==> src/rtl/serial_subtractor.sv <==
// Bit-serial two's-complement subtractor: one difference bit per clock, LSB first,
// with unsigned borrow and signed overflow flags presented together with the result.
module serial_subtractor #(
  parameter int WIDTH = 8
) (
  input  logic             i_clk,
  input  logic             i_rst,
  input  logic             i_start,
  input  logic [WIDTH-1:0] i_a,
  input  logic [WIDTH-1:0] i_b,
  output logic             o_busy,
  output logic             o_done,
  output logic [WIDTH-1:0] o_diff,
  output logic             o_borrow,
  output logic             o_ovf,
  output logic             o_sbit,
  output logic             o_sbit_valid
);

  localparam int CNT_W = $clog2(WIDTH) + 1;

  typedef enum logic [1:0] {IDLE, SHIFT, DONE} state_t;

  state_t           state, state_nxt;
  logic [WIDTH-1:0] a_sh, b_sh, diff_sh;
  logic [CNT_W-1:0] cnt;
  logic             bin;
  logic             a_bit, b_bit, d_bit, bout, last_bit;

  function automatic logic sub_diff(input logic a, input logic b, input logic bi);
    return a ^ b ^ bi;
  endfunction

  function automatic logic sub_borrow(input logic a, input logic b, input logic bi);
    return (~a & b) | (~(a ^ b) & bi);
  endfunction

  always_comb begin
    a_bit    = a_sh[0];
    b_bit    = b_sh[0];
    d_bit    = sub_diff(a_bit, b_bit, bin);
    bout     = sub_borrow(a_bit, b_bit, bin);
    last_bit = (cnt == CNT_W'(WIDTH - 1));
  end

  always_comb begin
    state_nxt    = state;
    o_busy       = 1'b0;
    o_done       = 1'b0;
    o_sbit       = 1'b0;
    o_sbit_valid = 1'b0;
    case (state)
      IDLE: begin
        if (i_start) state_nxt = SHIFT;
      end
      SHIFT: begin
        o_busy       = 1'b1;
        o_sbit       = d_bit;
        o_sbit_valid = 1'b1;
        if (last_bit) state_nxt = DONE;
      end
      DONE: begin
        o_busy    = 1'b1;
        o_done    = 1'b1;
        state_nxt = IDLE;
      end
      default: state_nxt = IDLE;
    endcase
  end

  always_ff @(posedge i_clk) begin
    if (i_rst) begin
      state    <= IDLE;
      a_sh     <= '0;
      b_sh     <= '0;
      diff_sh  <= '0;
      cnt      <= '0;
      bin      <= 1'b0;
      o_diff   <= '0;
      o_borrow <= 1'b0;
      o_ovf    <= 1'b0;
    end else begin
      state <= state_nxt;
      case (state)
        IDLE: begin
          if (i_start) begin
            a_sh    <= i_a;
            b_sh    <= i_b;
            diff_sh <= '0;
            cnt     <= '0;
            bin     <= 1'b0;
          end
        end
        SHIFT: begin
          a_sh    <= a_sh >> 1;
          b_sh    <= b_sh >> 1;
          diff_sh <= {d_bit, diff_sh[WIDTH-1:1]};
          bin     <= bout;
          cnt     <= cnt + CNT_W'(1);
          // On the last bit a_bit/b_bit/d_bit are the sign bits of a, b and the difference.
          if (last_bit) begin
            o_diff   <= {d_bit, diff_sh[WIDTH-1:1]};
            o_borrow <= bout;
            o_ovf    <= (a_bit != b_bit) && (d_bit != a_bit);
          end
        end
        default: ;
      endcase
    end
  end

endmodule

==> config.mk <==
export PLATFORM = sky130hd
export DESIGN_NAME = serial_subtractor
export DESIGN_NICKNAME = d
export VERILOG_FILES = /design/src/rtl/serial_subtractor.sv
export SDC_FILE = /design/constraint.sdc
export NUM_CORES = 1
export LEC_CHECK = 0
export BUFFER_PORTS_ARGS = -buffer_cell sky130_fd_sc_hd__clkbuf_2
export CORE_MARGIN = 5
export CORE_UTILIZATION = 25
export CTS_CLUSTER_DIAMETER = 80
export DETAILED_ROUTE_END_ITERATION = 8
export MAX_ROUTING_LAYER = met4
export PLACE_DENSITY = 0.39
export SLEW_MARGIN = 20
export SYNTH_ARGS = -nofsm -noshare
export SYNTH_HDL_FRONTEND = slang
export SYNTH_SLANG_ARGS = --single-unit
==> constraint.sdc <==
create_clock -name i_clk -period 1.8 [get_ports i_clk]
set_clock_uncertainty 0.2 [all_clocks]
set_input_delay 0.27 -clock i_clk [delete_from_list [all_inputs] [get_ports i_clk]]
set_output_delay 0.27 -clock i_clk [all_outputs]
set_load 0.005 [all_outputs]
==> impl_metrics.py, run 1 <==
metrics = {
    "grt": {
        "grt_max_degree": 21,
        "grt_pass1_vias": 1585,
        "antenna_found_initial": 0,
        "grtUsageMet3": 0.0300,
        "track_usage": 0.100,
        "grt_overflow": 0,
        "grtUsageMet1": 0.131,
        "grt_use_met2": 0.151,
        "grt_pass1_wl_mm": 7.65,
        "grt.busiest_layer": "met2",
    },
    "timing": {
        "tightest_slew_ns": 0.318,
        "slew_headroom": 0.788,
        "min_period_over_period": 1.06,
        "fmax_mhz": 526,
        "rsz0062_at_grt": "true",
        "fin_crit_ns": 1.90,
        "setup_violations": 1,
        "layout_setup_ws_ns": -0.100,
        "finalMaxSlewViolations": 0,
        "hold_viol": 0,
    },
    "drt": {
        "drc_errors": 0,
        "first_pass_iters": 4,
        "num_vias": 1606,
        "drt_iter0_markers": 54,
        "final_antenna_net_count": 0,
        "vias_per_cell": 4.52,
        "wl_per_cell_um": 13.0,
        "routed_wl_mm": 4.61,
    },
    "logic_synthesis": {
        "synth_top_area_share": 0.416,
        "yosysSeqAreaShare": 0.416,
        "synth_seq_cells": 40,
        "netlist_instances": 207,
        "yosys.area.top_type": "dfxtp_1",
        "synthArstFlopShare": 0,
        "synth_area_per_cell_um2": 9.30,
        "synthTopCellsByArea": "dfxtp_1 42%, mux2i_1 8.3%, a211oi_1 6.2%, nor2_1 4.7%, mux2_2 4.1%",
        "synth_edf_count": 0,
        "yosysWarnings": 0,
        "synthFlopType": "dfxtp_1",
        "netlist_area_mm2": 0.00193,
        "syn_nets": 233,
        "synth.distinct_cells": 39,
    },
    "setup_path": {
        "slowest_delay_ns": 0.56,
        "cp_max_fo": 2,
        "rr_worst_depth": 6,
        "cp.arrival_ns": 1.43,
        "crit_type": "flip-flop to output pin",
        "critPathSlowestCell": "fa_1",
        "worstPathCellList": "fa_1, and2_4, buf_6",
        "worst_setup_path_start_kind": "flip-flop",
        "required_ns": 1.33,
        "endpoint_kind": "output pin",
        "rrSetupSlack_ns": 0,
    },
    "layout": {
        "nets": 279,
        "final_area_mm2": 0.00250,
        "antenna_cells": 0,
        "drive_above_1_share": 0.352,
        "final_common_cell": "dfxtp_1",
        "fillers": 827,
        "most-common-layout-cells": "35 x dfxtp_1, 31 x clkbuf_2, 23 x nor2_1, 21 x nand2_1, 19 x buf_4",
        "area_growth_syn_to_layout_pct": 30.0,
    },
    "status": {
        "status": "finished, violations left",
        "violations": "negative setup slack",
    },
    "floorplanning": {
        "io_pins": 33,
        "initial_core_util": 0.253,
        "die_width_um": 97.8,
        "core_mm2": 0.00761,
        "std_cell_rows": 32,
        "die-height_um": 97.8,
        "dieArea_mm2": 0.00956,
    },
    "power_and_ir_drop": {
        "total_power_mw": 2.21,
        "p_leak_nw": 1.03,
        "peakVddDrop_uv": 450,
        "power.density_mw_per_mm2": 884,
    },
    "placed_design": {
        "dp_hpwl_mm": 3.24,
        "place_congestion": 0.704,
        "placed_area_mm2": 0.00227,
        "io_buffers": 32,
    },
    "clocking": {
        "holdBufCountCts": 0,
        "cts-htree-levels": 2,
        "clk_latency_ns": 0.29,
        "tritoncts": "built",
        "clock-sinks": 40,
        "path_clk_slew_ns": 0.07,
        "cts_buffer_depth": 2,
        "numCtsBuffers": 5,
        "cts-root-buf": "clkbuf_8",
    },
    "run": {
        "drv_cap": 0,
    },
    "worst_hold_path": {
        "hold_depth": 3,
        "hold_path_class": "primary input to flip-flop",
    },
}
[layer usage]
layer,vias up,wire (µm)
met5,-,0
met4,0,30
met3,2,210
met2,28,2100
met1,743,2270
li1,833,-
[cell usage after synthesis (all sizes together) (2+ instances only)]
cell type	count
dfxtp	40
nor2	24
nand2	21
a211oi	16
mux2i	16
a21oi	14
buf	11
inv	7
mux2	7
a222oi	6
ha	6
clkbuf	5
nand3b	4
nand2b	3
nor2b	3
a22oi	2
and2	2
nand4b	2
o21ai	2
or3	2
xnor2	2
[critical path: cells and delay by family, from the launching register on]
| kind | cells | cell delay, ns |
|---|---|---|
| fa+ha+maj | 1 | 0.56 |
| flops | 1 | 0.33 |
| buf+inv | 1 | 0.09 |
| simple gates | 1 | 0.17 |
[path summary, 6_finish.rpt]
| kind | from | to |
|---|---|---|
| min | i_b[7] | b_sh[7] |
| max | a_sh[0] | o_sbit |
| max reg2reg | b_sh[0] | o_ovf |
| min reg2reg | o_diff[3] | o_diff[3] |
[through the flow]
step / util / instances / setup slack [ns] / hold WS, ns / TNS (ns)
floorplan: - / 207 / 0.107 / 0.232 / 0
global placement: 0.298 / 342 / 0.0297 / 0.244 / 0
detailed placement: 0.298 / 342 / 0.0475 / 0.247 / 0
CTS: 0.313 / 351 / -0.134 / 0.0285 / -0.139
global route: 0.329 / 355 / -0.156 / 0.0672 / -0.219
finish: 0.329 / 355 / -0.100 / 0.0382 / -0.100
[power breakdown]
| part | internal (mW) | total (mW) | switching [mW] |
|---|---|---|---|
| sequential | 0.959 | 1.00 | 0.0421 |
| clock | 0.264 | 0.566 | 0.302 |
| combinational | 0.333 | 0.645 | 0.312 |
[registers in the layout, indices dropped and copies added (netlist names)]
register,flops
bin,1
o_diff,8
o_ovf,1
state,2
diff_sh,7
o_borrow,1
b_sh,8
cnt,4
a_sh,8
[area by class of cell]
cell class	count	area (µm²)	area share
inverters	7	26.3	0.0105
well taps	102	128	0.0510
flip-flops and latches	40	810	0.323
repair buffers	55	399	0.160
multi-input cells	144	1060	0.425
clock inverters	1	5.00	0.00200
clock buffers	6	72.6	0.0290
[timing repair]
item | in CTS | in global routing
gates resized for setup | 8 | 19
pin swaps | 3 | 5
gates cloned | 0 | 2
setup endpoints to repair | 2 | 36
buffers inserted | 2 | 2
[cell families (layout without fill, tap and decap cells)]
family          count (synthesis)  count (layout)  synth area share
simple gates                   66              66             0.174
compound gates                 46              46             0.169
fa+ha+maj                       7               7            0.0494
mux                            23              23             0.124
buf+inv                        23              69            0.0585
flops                          40              40             0.416
xor+xnor                        2               2           0.00910
Power figures use the tool's default switching activity.
==> inputs of run 2 (changes only) <==
CELL_PAD_IN_SITES_DETAIL_PLACEMENT = 1   (was unset)
CELL_PAD_IN_SITES_GLOBAL_PLACEMENT = 2   (was unset)
PLACE_DENSITY = 0.58   (was 0.39)
==> impl_metrics.py, run 2 (same netlist as run 1, synthesis figures left out) <==
metrics = {
    "status": {
        "status": "finished, violations left",
        "violations": "negative setup slack",
    },
    "setup_path": {
        "required_ns": 1.33,
        "worstPathCellList": "inv_2, fa_1, and2_4, buf_6",
        "path_delay_family": "adder cells",
        "crit_type": "flip-flop to output pin",
        "cp_max_fo": 2,
        "endpoint_kind": "output pin",
        "cp.arrival_ns": 1.43,
        "critPathSlowestCell": "fa_1",
        "slowest_delay_ns": 0.52,
        "worst_setup_path_start_kind": "flip-flop",
        "crit_buf_inv": 2,
    },
    "drt": {
        "vias_per_cell": 4.47,
        "first_pass_iters": 4,
        "num_vias": 1606,
        "routed_wl_mm": 4.77,
        "drt_iter0_markers": 48,
        "wl_per_cell_um": 13.3,
        "drc_errors": 0,
        "final_antenna_net_count": 0,
    },
    "timing": {
        "slew_headroom": 0.773,
        "min_period_over_period": 1.06,
        "fin_crit_ns": 1.90,
        "layout_setup_ws_ns": -0.104,
        "hold_slack_ns": 0.0295,
        "timing.setup.tns_ns": -0.104,
        "setup_violations": 1,
        "hold_viol": 0,
        "tightest_slew_ns": 0.341,
        "rsz0062_at_grt": "true",
        "finalMaxSlewViolations": 0,
        "fmax_mhz": 525,
    },
    "layout": {
        "area_growth_syn_to_layout_pct": 30.9,
        "regArea_um2": 807,
        "antenna_cells": 0,
        "multi_input_area_mm2": 0.00107,
        "final_common_cell": "dfxtp_1",
        "top_regs": "a_sh: 8 flops, b_sh: 8 flops, o_diff: 8 flops",
        "drive_above_1_share": 0.358,
        "nets": 282,
        "most-common-layout-cells": "35 x dfxtp_1, 31 x clkbuf_2, 23 x nor2_1, 22 x buf_4, 21 x nand2_1",
        "fillers": 920,
    },
    "power_and_ir_drop": {
        "p_leak_nw": 1.06,
        "peakVddDrop_uv": 309,
        "power.density_mw_per_mm2": 935,
    },
    "clocking": {
        "clk_latency_ns": 0.29,
        "tritoncts": "built",
        "path_clk_slew_ns": 0.08,
        "clock-sinks": 40,
        "cts-root-buf": "clkbuf_8",
        "numCtsBuffers": 5,
        "cts_buffer_depth": 2,
        "holdBufCountCts": 0,
        "cts-htree-levels": 2,
    },
    "floorplanning": {
        "io_pins": 33,
        "die_width_um": 97.8,
        "std_cell_rows": 32,
        "die-height_um": 97.8,
        "dieArea_mm2": 0.00956,
        "initial_core_util": 0.253,
        "core_mm2": 0.00761,
    },
    "grt": {
        "grt_pass1_wl_mm": 8.14,
        "track_usage": 0.107,
        "grt_pass1_vias": 1690,
        "grt_overflow": 0,
        "grt_max_degree": 17,
        "antenna_found_initial": 0,
    },
    "placed_design": {
        "dp_hpwl_mm": 3.50,
        "io_buffers": 32,
        "place_congestion": 0.728,
        "pre_cts_ws_ns": 0.0578,
    },
    "run": {
        "drv_cap": 0,
    },
    "worst_hold_path": {
        "hold_path_class": "primary input to flip-flop",
    },
}
run 2: power breakdown:
| group | internal, mW | total (mW) | switching, mW |
|---|---|---|---|
| clock network | 0.412 | 0.731 | 0.319 |
| logic | 0.310 | 0.625 | 0.315 |
| registers | 0.958 | 1.00 | 0.0430 |
| total | 1.68 | 2.36 | 0.677 |
run 2: final timing paths:
path                            startpoint         to  slack, ns  depth (start not counted)
worst min register to register   o_diff[5]  o_diff[5]       0.26                          2
worst min-delay path                i_b[7]    b_sh[7]       0.03                          3
worst max-delay path               b_sh[0]     o_sbit      -0.10                          4
worst max register to register     b_sh[0]      o_ovf       0.02                          6
run 2: cell type report:
cell class	count	area share
Clock buffer	6	0.0288
Clock inverter	2	0.0139
Inverter	7	0.0104
Multi-Input combinational cell	144	0.423
Sequential cell	40	0.320
Tap cell	102	0.0506
Timing Repair Buffer	58	0.153
run 2: timing repair:
item,CTS,global route
gates resized for setup,8,17
buffers inserted,2,1
pin swaps,2,5
endpoints found under the setup margin,2,28
run 2: worst register-to-register path, stage by stage (launching register included):
cell and delay, ns:
dfxtp_2 0.34, inv_2 0.04, fa_1 0.47, buf_4 0.16, xnor2_1 0.10, or3_1 0.30, a21oi_1 0.11
run 2: per-stage QoR:
stage / area, µm² / cells / total power [mW] / util
2_1_floorplan: 1930 / 207 / 1.38 / -
3_3_place_gp: 2310 / 348 / 1.57 / 0.304
3_5_place_dp: 2310 / 348 / 1.58 / 0.304
4_1_cts: 2460 / 358 / 2.36 / 0.324
5_1_grt: 2520 / 359 / 2.51 / 0.331
6_report: 2520 / 359 / 2.36 / 0.331
run 2: routing by layer:
| layer | GRT usage | up-vias | share of wire |
|---|---|---|---|
| li1 | - | 832 | - |
| met1 | 0.137 | 741 | 0.51 |
| met2 | 0.167 | 28 | 0.45 |
| met3 | 0.0279 | 5 | 0.034 |
| met4 | 0.0288 | 0 | 0.010 |
| met5 | - | - | 0 |
